--- config.mk ---
export PLATFORM = sky130hd
export DESIGN_NAME = pcm_stream_fifo
export DESIGN_NICKNAME = d
export VERILOG_FILES = /design/src/rtl/pcm_stream_pkg.sv /design/src/rtl/pcm_stream_fifo_sync_fifo.sv /design/src/rtl/pcm_stream_fifo.sv
export SDC_FILE = /design/constraint.sdc
export NUM_CORES = 1
export LEC_CHECK = 0
export BUFFER_PORTS_ARGS = -buffer_cell sky130_fd_sc_hd__buf_2
export CORE_UTILIZATION = 35
export DETAILED_ROUTE_END_ITERATION = 8
export HOLD_SLACK_MARGIN = 0.12
export PLACE_DENSITY = 0.51
export REMOVE_ABC_BUFFERS = 1
export SYNTH_ARGS = -nofsm -noshare
export SYNTH_HDL_FRONTEND = slang
export SYNTH_HIERARCHICAL = 1
export SYNTH_SLANG_ARGS = --single-unit
export TNS_END_PERCENT = 50
--- constraint.sdc ---
create_clock -name clk -period 5.5 [get_ports clk]
set_clock_uncertainty 0.1 [all_clocks]
set_input_delay 0 -clock clk [delete_from_list [all_inputs] [get_ports clk]]
set_output_delay 0 -clock clk [all_outputs]
set_load 0.005 [all_outputs]
--- src/rtl/pcm_stream_pkg.sv ---
// Shared register map, CTRL/STATUS bit positions and reset defaults for the PCM stream FIFO.
package pcm_stream_pkg;

  localparam logic [3:0] REG_DATA     = 4'h0;
  localparam logic [3:0] REG_CTRL     = 4'h4;
  localparam logic [3:0] REG_LOWWATER = 4'h8;

  localparam int CTRL_EN_BIT    = 0;
  localparam int CTRL_FLUSH_BIT = 1;
  localparam int CTRL_CLR_BIT   = 2;

  localparam int ST_EMPTY_BIT    = 16;
  localparam int ST_FULL_BIT     = 17;
  localparam int ST_UNDERRUN_BIT = 18;
  localparam int ST_OVERFLOW_BIT = 19;
  localparam int ST_EN_BIT       = 20;

  localparam int LOWWATER_RST = 16;

  typedef enum logic [1:0] {
    SEL_DATA,
    SEL_CTRL,
    SEL_LOWWATER,
    SEL_NONE
  } reg_sel_e;

  function automatic reg_sel_e decode_addr(input logic [3:0] a);
    reg_sel_e sel;
    case (a)
      REG_DATA:     sel = SEL_DATA;
      REG_CTRL:     sel = SEL_CTRL;
      REG_LOWWATER: sel = SEL_LOWWATER;
      default:      sel = SEL_NONE;
    endcase
    return sel;
  endfunction

endpackage

--- src/rtl/pcm_stream_fifo_sync_fifo.sv ---
// Single-clock circular buffer with push/pop/flush, level and full/empty.
// A push into a full buffer is still taken when a pop happens in the same cycle.
module sync_fifo #(
  parameter int DEPTH_LOG2 = 6,
  parameter int WIDTH      = 16
) (
  input  logic                  clk,
  input  logic                  rst,
  input  logic                  push_i,
  input  logic [WIDTH-1:0]      data_i,
  input  logic                  pop_i,
  input  logic                  flush_i,
  output logic [WIDTH-1:0]      head_o,
  output logic [DEPTH_LOG2:0]   level_o,
  output logic                  empty_o,
  output logic                  full_o,
  output logic                  push_ok_o
);

  localparam logic [DEPTH_LOG2:0] DEPTH_L = {1'b1, {DEPTH_LOG2{1'b0}}};

  logic [WIDTH-1:0]      mem_q [2**DEPTH_LOG2];
  logic [DEPTH_LOG2-1:0] wr_ptr_q, wr_ptr_d;
  logic [DEPTH_LOG2-1:0] rd_ptr_q, rd_ptr_d;
  logic [DEPTH_LOG2:0]   level_q, level_d;
  logic                  pop_ok;
  logic                  push_ok;

  assign empty_o   = (level_q == '0);
  assign full_o    = (level_q == DEPTH_L);
  assign pop_ok    = pop_i && !empty_o && !flush_i;
  assign push_ok   = push_i && !flush_i && (!full_o || pop_ok);
  assign push_ok_o = push_ok;
  assign head_o    = mem_q[rd_ptr_q];
  assign level_o   = level_q;

  always_comb begin
    wr_ptr_d = wr_ptr_q;
    rd_ptr_d = rd_ptr_q;
    level_d  = level_q;
    if (flush_i) begin
      wr_ptr_d = '0;
      rd_ptr_d = '0;
      level_d  = '0;
    end else begin
      if (push_ok) wr_ptr_d = wr_ptr_q + 1'b1;
      if (pop_ok)  rd_ptr_d = rd_ptr_q + 1'b1;
      case ({push_ok, pop_ok})
        2'b10:   level_d = level_q + 1'b1;
        2'b01:   level_d = level_q - 1'b1;
        default: level_d = level_q;
      endcase
    end
  end

  always_ff @(posedge clk) begin
    if (rst) begin
      wr_ptr_q <= '0;
      rd_ptr_q <= '0;
      level_q  <= '0;
    end else begin
      wr_ptr_q <= wr_ptr_d;
      rd_ptr_q <= rd_ptr_d;
      level_q  <= level_d;
    end
  end

  // Storage is not reset: an empty level makes stale entries unreachable.
  always_ff @(posedge clk) begin
    if (push_ok) mem_q[wr_ptr_q] <= data_i;
  end

endmodule

--- src/rtl/pcm_stream_fifo.sv ---
// CPU-fed PCM sample streamer: bus decode, sample tick, sticky flags, pcm_out and irq.
// Optional low-water interrupt is built when PCM_STREAM_IRQ_EN is defined.
module pcm_stream_fifo
  import pcm_stream_pkg::*;
#(
  parameter int DEPTH_LOG2      = 6,
  parameter int SAMPLE_WIDTH    = 16,
  parameter int SAMPLECLOCK_DIV = 10
) (
  input  logic                    clk,
  input  logic                    rst,
  input  logic [3:0]              addr,
  input  logic [31:0]             data_in,
  input  logic                    wen,
  input  logic                    ren,
  output logic [31:0]             data_out,
  output logic                    ready,
  output logic [SAMPLE_WIDTH-1:0] pcm_out,
  output logic                    irq
);

  localparam int LW = DEPTH_LOG2 + 1;

  logic [SAMPLECLOCK_DIV-1:0] cnt_q, cnt_d;
  logic                       ready_q, ready_d;
  logic [31:0]                data_out_q, data_out_d;
  logic                       enable_q, enable_d;
  logic [LW-1:0]              lowwater_q, lowwater_d;
  logic                       underrun_q, underrun_d;
  logic                       overflow_q, overflow_d;
  logic [SAMPLE_WIDTH-1:0]    pcm_q, pcm_d;

  logic                    req, access, wr_acc, rd_acc;
  reg_sel_e                sel;
  logic                    push, ctrl_wr, flush, clr, disable_wr;
  logic                    tick, pop_req;
  logic [SAMPLE_WIDTH-1:0] head;
  logic [LW-1:0]           level;
  logic                    empty, full, push_ok;
  logic [31:0]             status;
  logic                    unused_ok;

  assign unused_ok = ^data_in;

  // One action per strobe: only the first cycle of a request (ready_q low) acts.
  assign req        = wen || ren;
  assign access     = req && !ready_q;
  assign wr_acc     = access && wen;
  assign rd_acc     = access && ren && !wen;
  assign sel        = decode_addr(addr);
  assign push       = wr_acc && (sel == SEL_DATA);
  assign ctrl_wr    = wr_acc && (sel == SEL_CTRL);
  assign flush      = ctrl_wr && data_in[CTRL_FLUSH_BIT];
  assign clr        = ctrl_wr && data_in[CTRL_CLR_BIT];
  assign disable_wr = ctrl_wr && enable_q && !data_in[CTRL_EN_BIT];
  assign tick       = &cnt_q;
  assign pop_req    = tick && enable_q && !flush && !disable_wr;

  sync_fifo #(
    .DEPTH_LOG2 (DEPTH_LOG2),
    .WIDTH      (SAMPLE_WIDTH)
  ) u_fifo (
    .clk       (clk),
    .rst       (rst),
    .push_i    (push),
    .data_i    (data_in[SAMPLE_WIDTH-1:0]),
    .pop_i     (pop_req),
    .flush_i   (flush),
    .head_o    (head),
    .level_o   (level),
    .empty_o   (empty),
    .full_o    (full),
    .push_ok_o (push_ok)
  );

  always_comb begin
    status                  = '0;
    status[LW-1:0]          = level;
    status[ST_EMPTY_BIT]    = empty;
    status[ST_FULL_BIT]     = full;
    status[ST_UNDERRUN_BIT] = underrun_q;
    status[ST_OVERFLOW_BIT] = overflow_q;
    status[ST_EN_BIT]       = enable_q;
  end

  always_comb begin
    cnt_d      = cnt_q + 1'b1;
    ready_d    = access;
    data_out_d = data_out_q;
    enable_d   = enable_q;
    lowwater_d = lowwater_q;
    pcm_d      = pcm_q;

    if (rd_acc) begin
      case (sel)
        SEL_CTRL:     data_out_d = status;
        SEL_LOWWATER: data_out_d = 32'(lowwater_q);
        default:      data_out_d = '0;
      endcase
    end

    if (ctrl_wr) enable_d = data_in[CTRL_EN_BIT];
    if (wr_acc && (sel == SEL_LOWWATER)) lowwater_d = data_in[LW-1:0];

    // Set wins over a same-cycle clear.
    underrun_d = (underrun_q && !clr) || (pop_req && empty);
    overflow_d = (overflow_q && !clr) || (push && !push_ok);

    if (disable_wr) begin
      pcm_d = '0;
    end else if (pop_req) begin
      pcm_d = empty ? '0 : head;
    end
  end

  always_ff @(posedge clk) begin
    if (rst) begin
      cnt_q      <= '0;
      ready_q    <= 1'b0;
      data_out_q <= '0;
      enable_q   <= 1'b0;
      lowwater_q <= LW'(LOWWATER_RST);
      underrun_q <= 1'b0;
      overflow_q <= 1'b0;
      pcm_q      <= '0;
    end else begin
      cnt_q      <= cnt_d;
      ready_q    <= ready_d;
      data_out_q <= data_out_d;
      enable_q   <= enable_d;
      lowwater_q <= lowwater_d;
      underrun_q <= underrun_d;
      overflow_q <= overflow_d;
      pcm_q      <= pcm_d;
    end
  end

  assign ready    = ready_q && req;
  assign data_out = data_out_q;
  assign pcm_out  = pcm_q;

`ifdef PCM_STREAM_IRQ_EN
  logic irq_q;

  always_ff @(posedge clk) begin
    if (rst) begin
      irq_q <= 1'b0;
    end else begin
      irq_q <= enable_q && (level <= lowwater_q);
    end
  end

  assign irq = irq_q;
`else
  assign irq = 1'b0;
`endif

endmodule

==> qor.csv <==
stage,metric,value,unit
run_status,status,completed,
synthesis,avgSynthCellArea,19.95,um2
sta,period_share,93.24,%
place,post-place-ws,1.331,ns
cts,cts-buffers-inserted,111,
die,start_util,35.26,%
sta,hold_viol,0,
critical_path,path_max_fanout,22,
synthesis,synthArstFlopShare,0,%
run,max_cap_viol_count,0,
routing,vias,21566,
synthesis,synth-seq-area-share,75.10,%
final_layout,final_cell_mix,"edfxtp_1 (1024), mux4_2 (253), nor2_1 (113), clkbuf_16 (113), buf_4 (100)",
die,die_w,352.2,um
synthesis,synth-main-ff-cell,edfxtp_1,
sta,period_needed,5.128,ns
cts,root_buffer,clkbuf_16,
critical_path,end_kind,flip-flop,
power_and_ir_drop,leakagePower,15.27,nW
synthesis,synth_edf_count,1024,
sta,setup_viol,0,
synthesis,ys_types,69,
cts,worst_skew_pair.late_latency,0.69,ns
die,fp-row-count,128,
critical_path,critPathLaunch,addr[2],
grt,antenna_found_initial,2,
final_layout,final_common_cell,edfxtp_1,
synthesis,ys_ff_latch,1098,
die,die_h,352.2,um
cts,cts-htree-levels,3,
cts,clkTransAtPathRegs,0.06,ns
sta,max_freq,0.1950,GHz
final_layout,fin_nets,2392,
final_layout,regArea,0.03224,mm2
sta,worst_pin_slew,1.245,ns
place,hpwl,61.66,mm
power_and_ir_drop,cellPowerDensity,350.0,mW/mm2
critical_path,worstSetupPathType,input port to flip-flop,
grt,grt_pass1_vias,21964,
place,portBuffers,52,
die,dieArea,0.1240,mm2
place,gp_congestion,0.7855,
die,pin_count,90,
cts,cts_buffer_depth,3,
cts,cts_tree,built,
sta,layout_setup_ws,0.3716,ns
routing,dr.pass1.iters,5,
final_layout,fin_cells,4065,
synthesis,post-synth-top-area-cell,edfxtp_1,
sta,rsz0062_at_grt,no,
die,core,0.1217,mm2
synthesis,netlist_area,0.04292,mm2
power_and_ir_drop,ir_drop,0.2577,mV
grt,grt_start_max_net_pins,72,
synthesis,yosys_warnings,6,
final_layout,num-fill-cells,10864,
synthesis,synthCells,2151,
critical_path,worstReg2RegStart,cnt_q[0],
grt,track_usage,17.21,%
routing,routedWlPerCell,26.35,um
critical_path,cp.arrival,5.34,ns
synthesis,synth.top_cell.area_share,71.64,%
routing,routed_wl,107.1,mm
place,dp_cells,3817,
sta,slew_headroom,17.03,%
final_layout,drive_above_1_share,25.67,%
grt,overflow,0,
sta,slew_violations,0,
routing,ant_nets,0,
cts,post_cts_buffers,0,
hold_path,hp-start,addr[1],
grt,grt_first_pass_wirelength,155.4,mm
final_layout,area_growth_syn_to_layout,15.81,%
cts,cts.sinks,1098,
synthesis,synth.area.top_cells,"edfxtp_1 (72%), mux4_2 (13%), dfxtp_1 (3.5%)",
critical_path,cp.required,5.71,ns
routing,via_per_inst,5.305,
routing,drt_iter0_markers,1936,
critical_path,critPathLaunchType,input port,
final_layout,multiInputGateArea,0.009902,mm2
hold_path,hold_class,input port to flip-flop,
routing,drc,0,
[synth_stat cells (10+ instances only)]
| master | number |
|---|---|
| xor2_1 | 14 |
| nor2_1 | 118 |
| a22oi_1 | 28 |
| nand2b_1 | 10 |
| mux2i_1 | 50 |
| a221oi_1 | 13 |
| a21oi_1 | 56 |
| buf_1 | 11 |
| edfxtp_1 | 1024 |
| clkbuf_1 | 37 |
| ha_1 | 11 |
| a22o_1 | 15 |
| a211oi_1 | 20 |
| dfxtp_1 | 74 |
| buf_6 | 10 |
| nand3b_1 | 23 |
| o21ai_0 | 23 |
| nand3_1 | 45 |
| buf_2 | 35 |
| nand2_1 | 71 |
| mux4_2 | 253 |
| nor3_1 | 15 |
| buf_4 | 45 |
| nor2b_1 | 31 |
[where the power goes]
group / internal [W] / total, W / switching (W) / leakage, nW
sequential: 0.00913 / 0.00913 / 0.00000471 / 9.80
clock: 0.00480 / 0.00804 / 0.00324 / 1.91
combinational: 0.0000427 / 0.000224 / 0.000181 / 3.56
total: 0.0140 / 0.0174 / 0.00343 / 15.3
[logic make-up after synthesis]
kind of cell / Yosys count / share of synthesized area [%]
buf+inv: 149 / 2.049
mux: 305 / 14.49
flops: 1098 / 75.10
xor+xnor: 22 / 0.4490
other cells: 1 / 0.008737
compound gates: 208 / 3.423
fa+ha+maj: 12 / 0.3673
simple gates: 356 / 4.113
[state kept, by name (all words and copies together), names as in the netlist, named ones only]
register	flops
cnt_q	10
data_out	12
enable_q	1
lowwater_q	7
overflow_q	1
pcm_out	16
ready_q	1
u_fifo/level_o	7
u_fifo/mem_q	1024
u_fifo/rd_ptr_q	6
u_fifo/wr_ptr_q	6
underrun_q	1
[worst max-delay path, cell delays in order]
cell           delay [ns]
dlygate4sd3_1        0.53
buf_2                0.14
nor3_1               0.18
nand2_1              0.07
dlygate4sd3_1        0.60
ha_1                 0.20
dlygate4sd3_1        0.55
buf_4                0.19
and3b_2              0.28
a21boi_2             0.17
and2_4               0.18
buf_4                0.37
o41ai_4              0.22
nor3b_2              0.43
nand3_4              0.22
or2_2                0.36
inv_1                0.62
[path summary, 6_finish.rpt]
check                        endpoint  slack (ns)  cells past startpoint
hold reg to reg           data_out[2]        0.35                      2
hold / removal      u_fifo/level_o[6]        0.23                      6
setup reg to reg  u_fifo/mem_q[31][1]        1.56                     10
setup / recovery  u_fifo/mem_q[31][1]        0.37                     17
[stage by stage]
step | utilization, % | setup TNS (ns) | total power [W] | area (um2) | hold slack (ns)
finish | 40.84 | 0 | 0.01740 | 49710 | 0.2286
global route | 40.83 | 0 | 0.01789 | 49700 | 0.3037
CTS | 40.83 | 0 | 0.01757 | 49700 | 0.1738
detailed placement | 37.30 | 0 | 0.009523 | 45400 | 0.2400
global placement | 37.30 | 0 | 0.009509 | 45400 | 0.1907
floorplan | - | -66.76 | 0.009347 | 42150 | -0.03331
[what timing repair did]
action                                  CTS  global route
gates resized for setup                   0             0
hold buffers                             35             0
endpoints found under the hold margin  1080             0
[cell type report]
type | instances | area share (%)
multi-input combinational | 924 | 19.92
clock inverter | 86 | 2.094
clock buffer | 126 | 5.848
inverter | 9 | 0.06797
timing repair buffer | 196 | 3.101
antenna | 1 | 0.005034
sequential | 1098 | 64.87
tap | 1625 | 4.091
[per-layer routing]
layer	global-route usage, %	vias up	routed length (um)
met4	4.617	0	2113
met2	27.70	646	51500
met5	0	-	0
met1	24.52	11629	47620
li1	-	9177	-
met3	2.417	114	5895
Note: power is estimated with default switching activity, not from simulation.
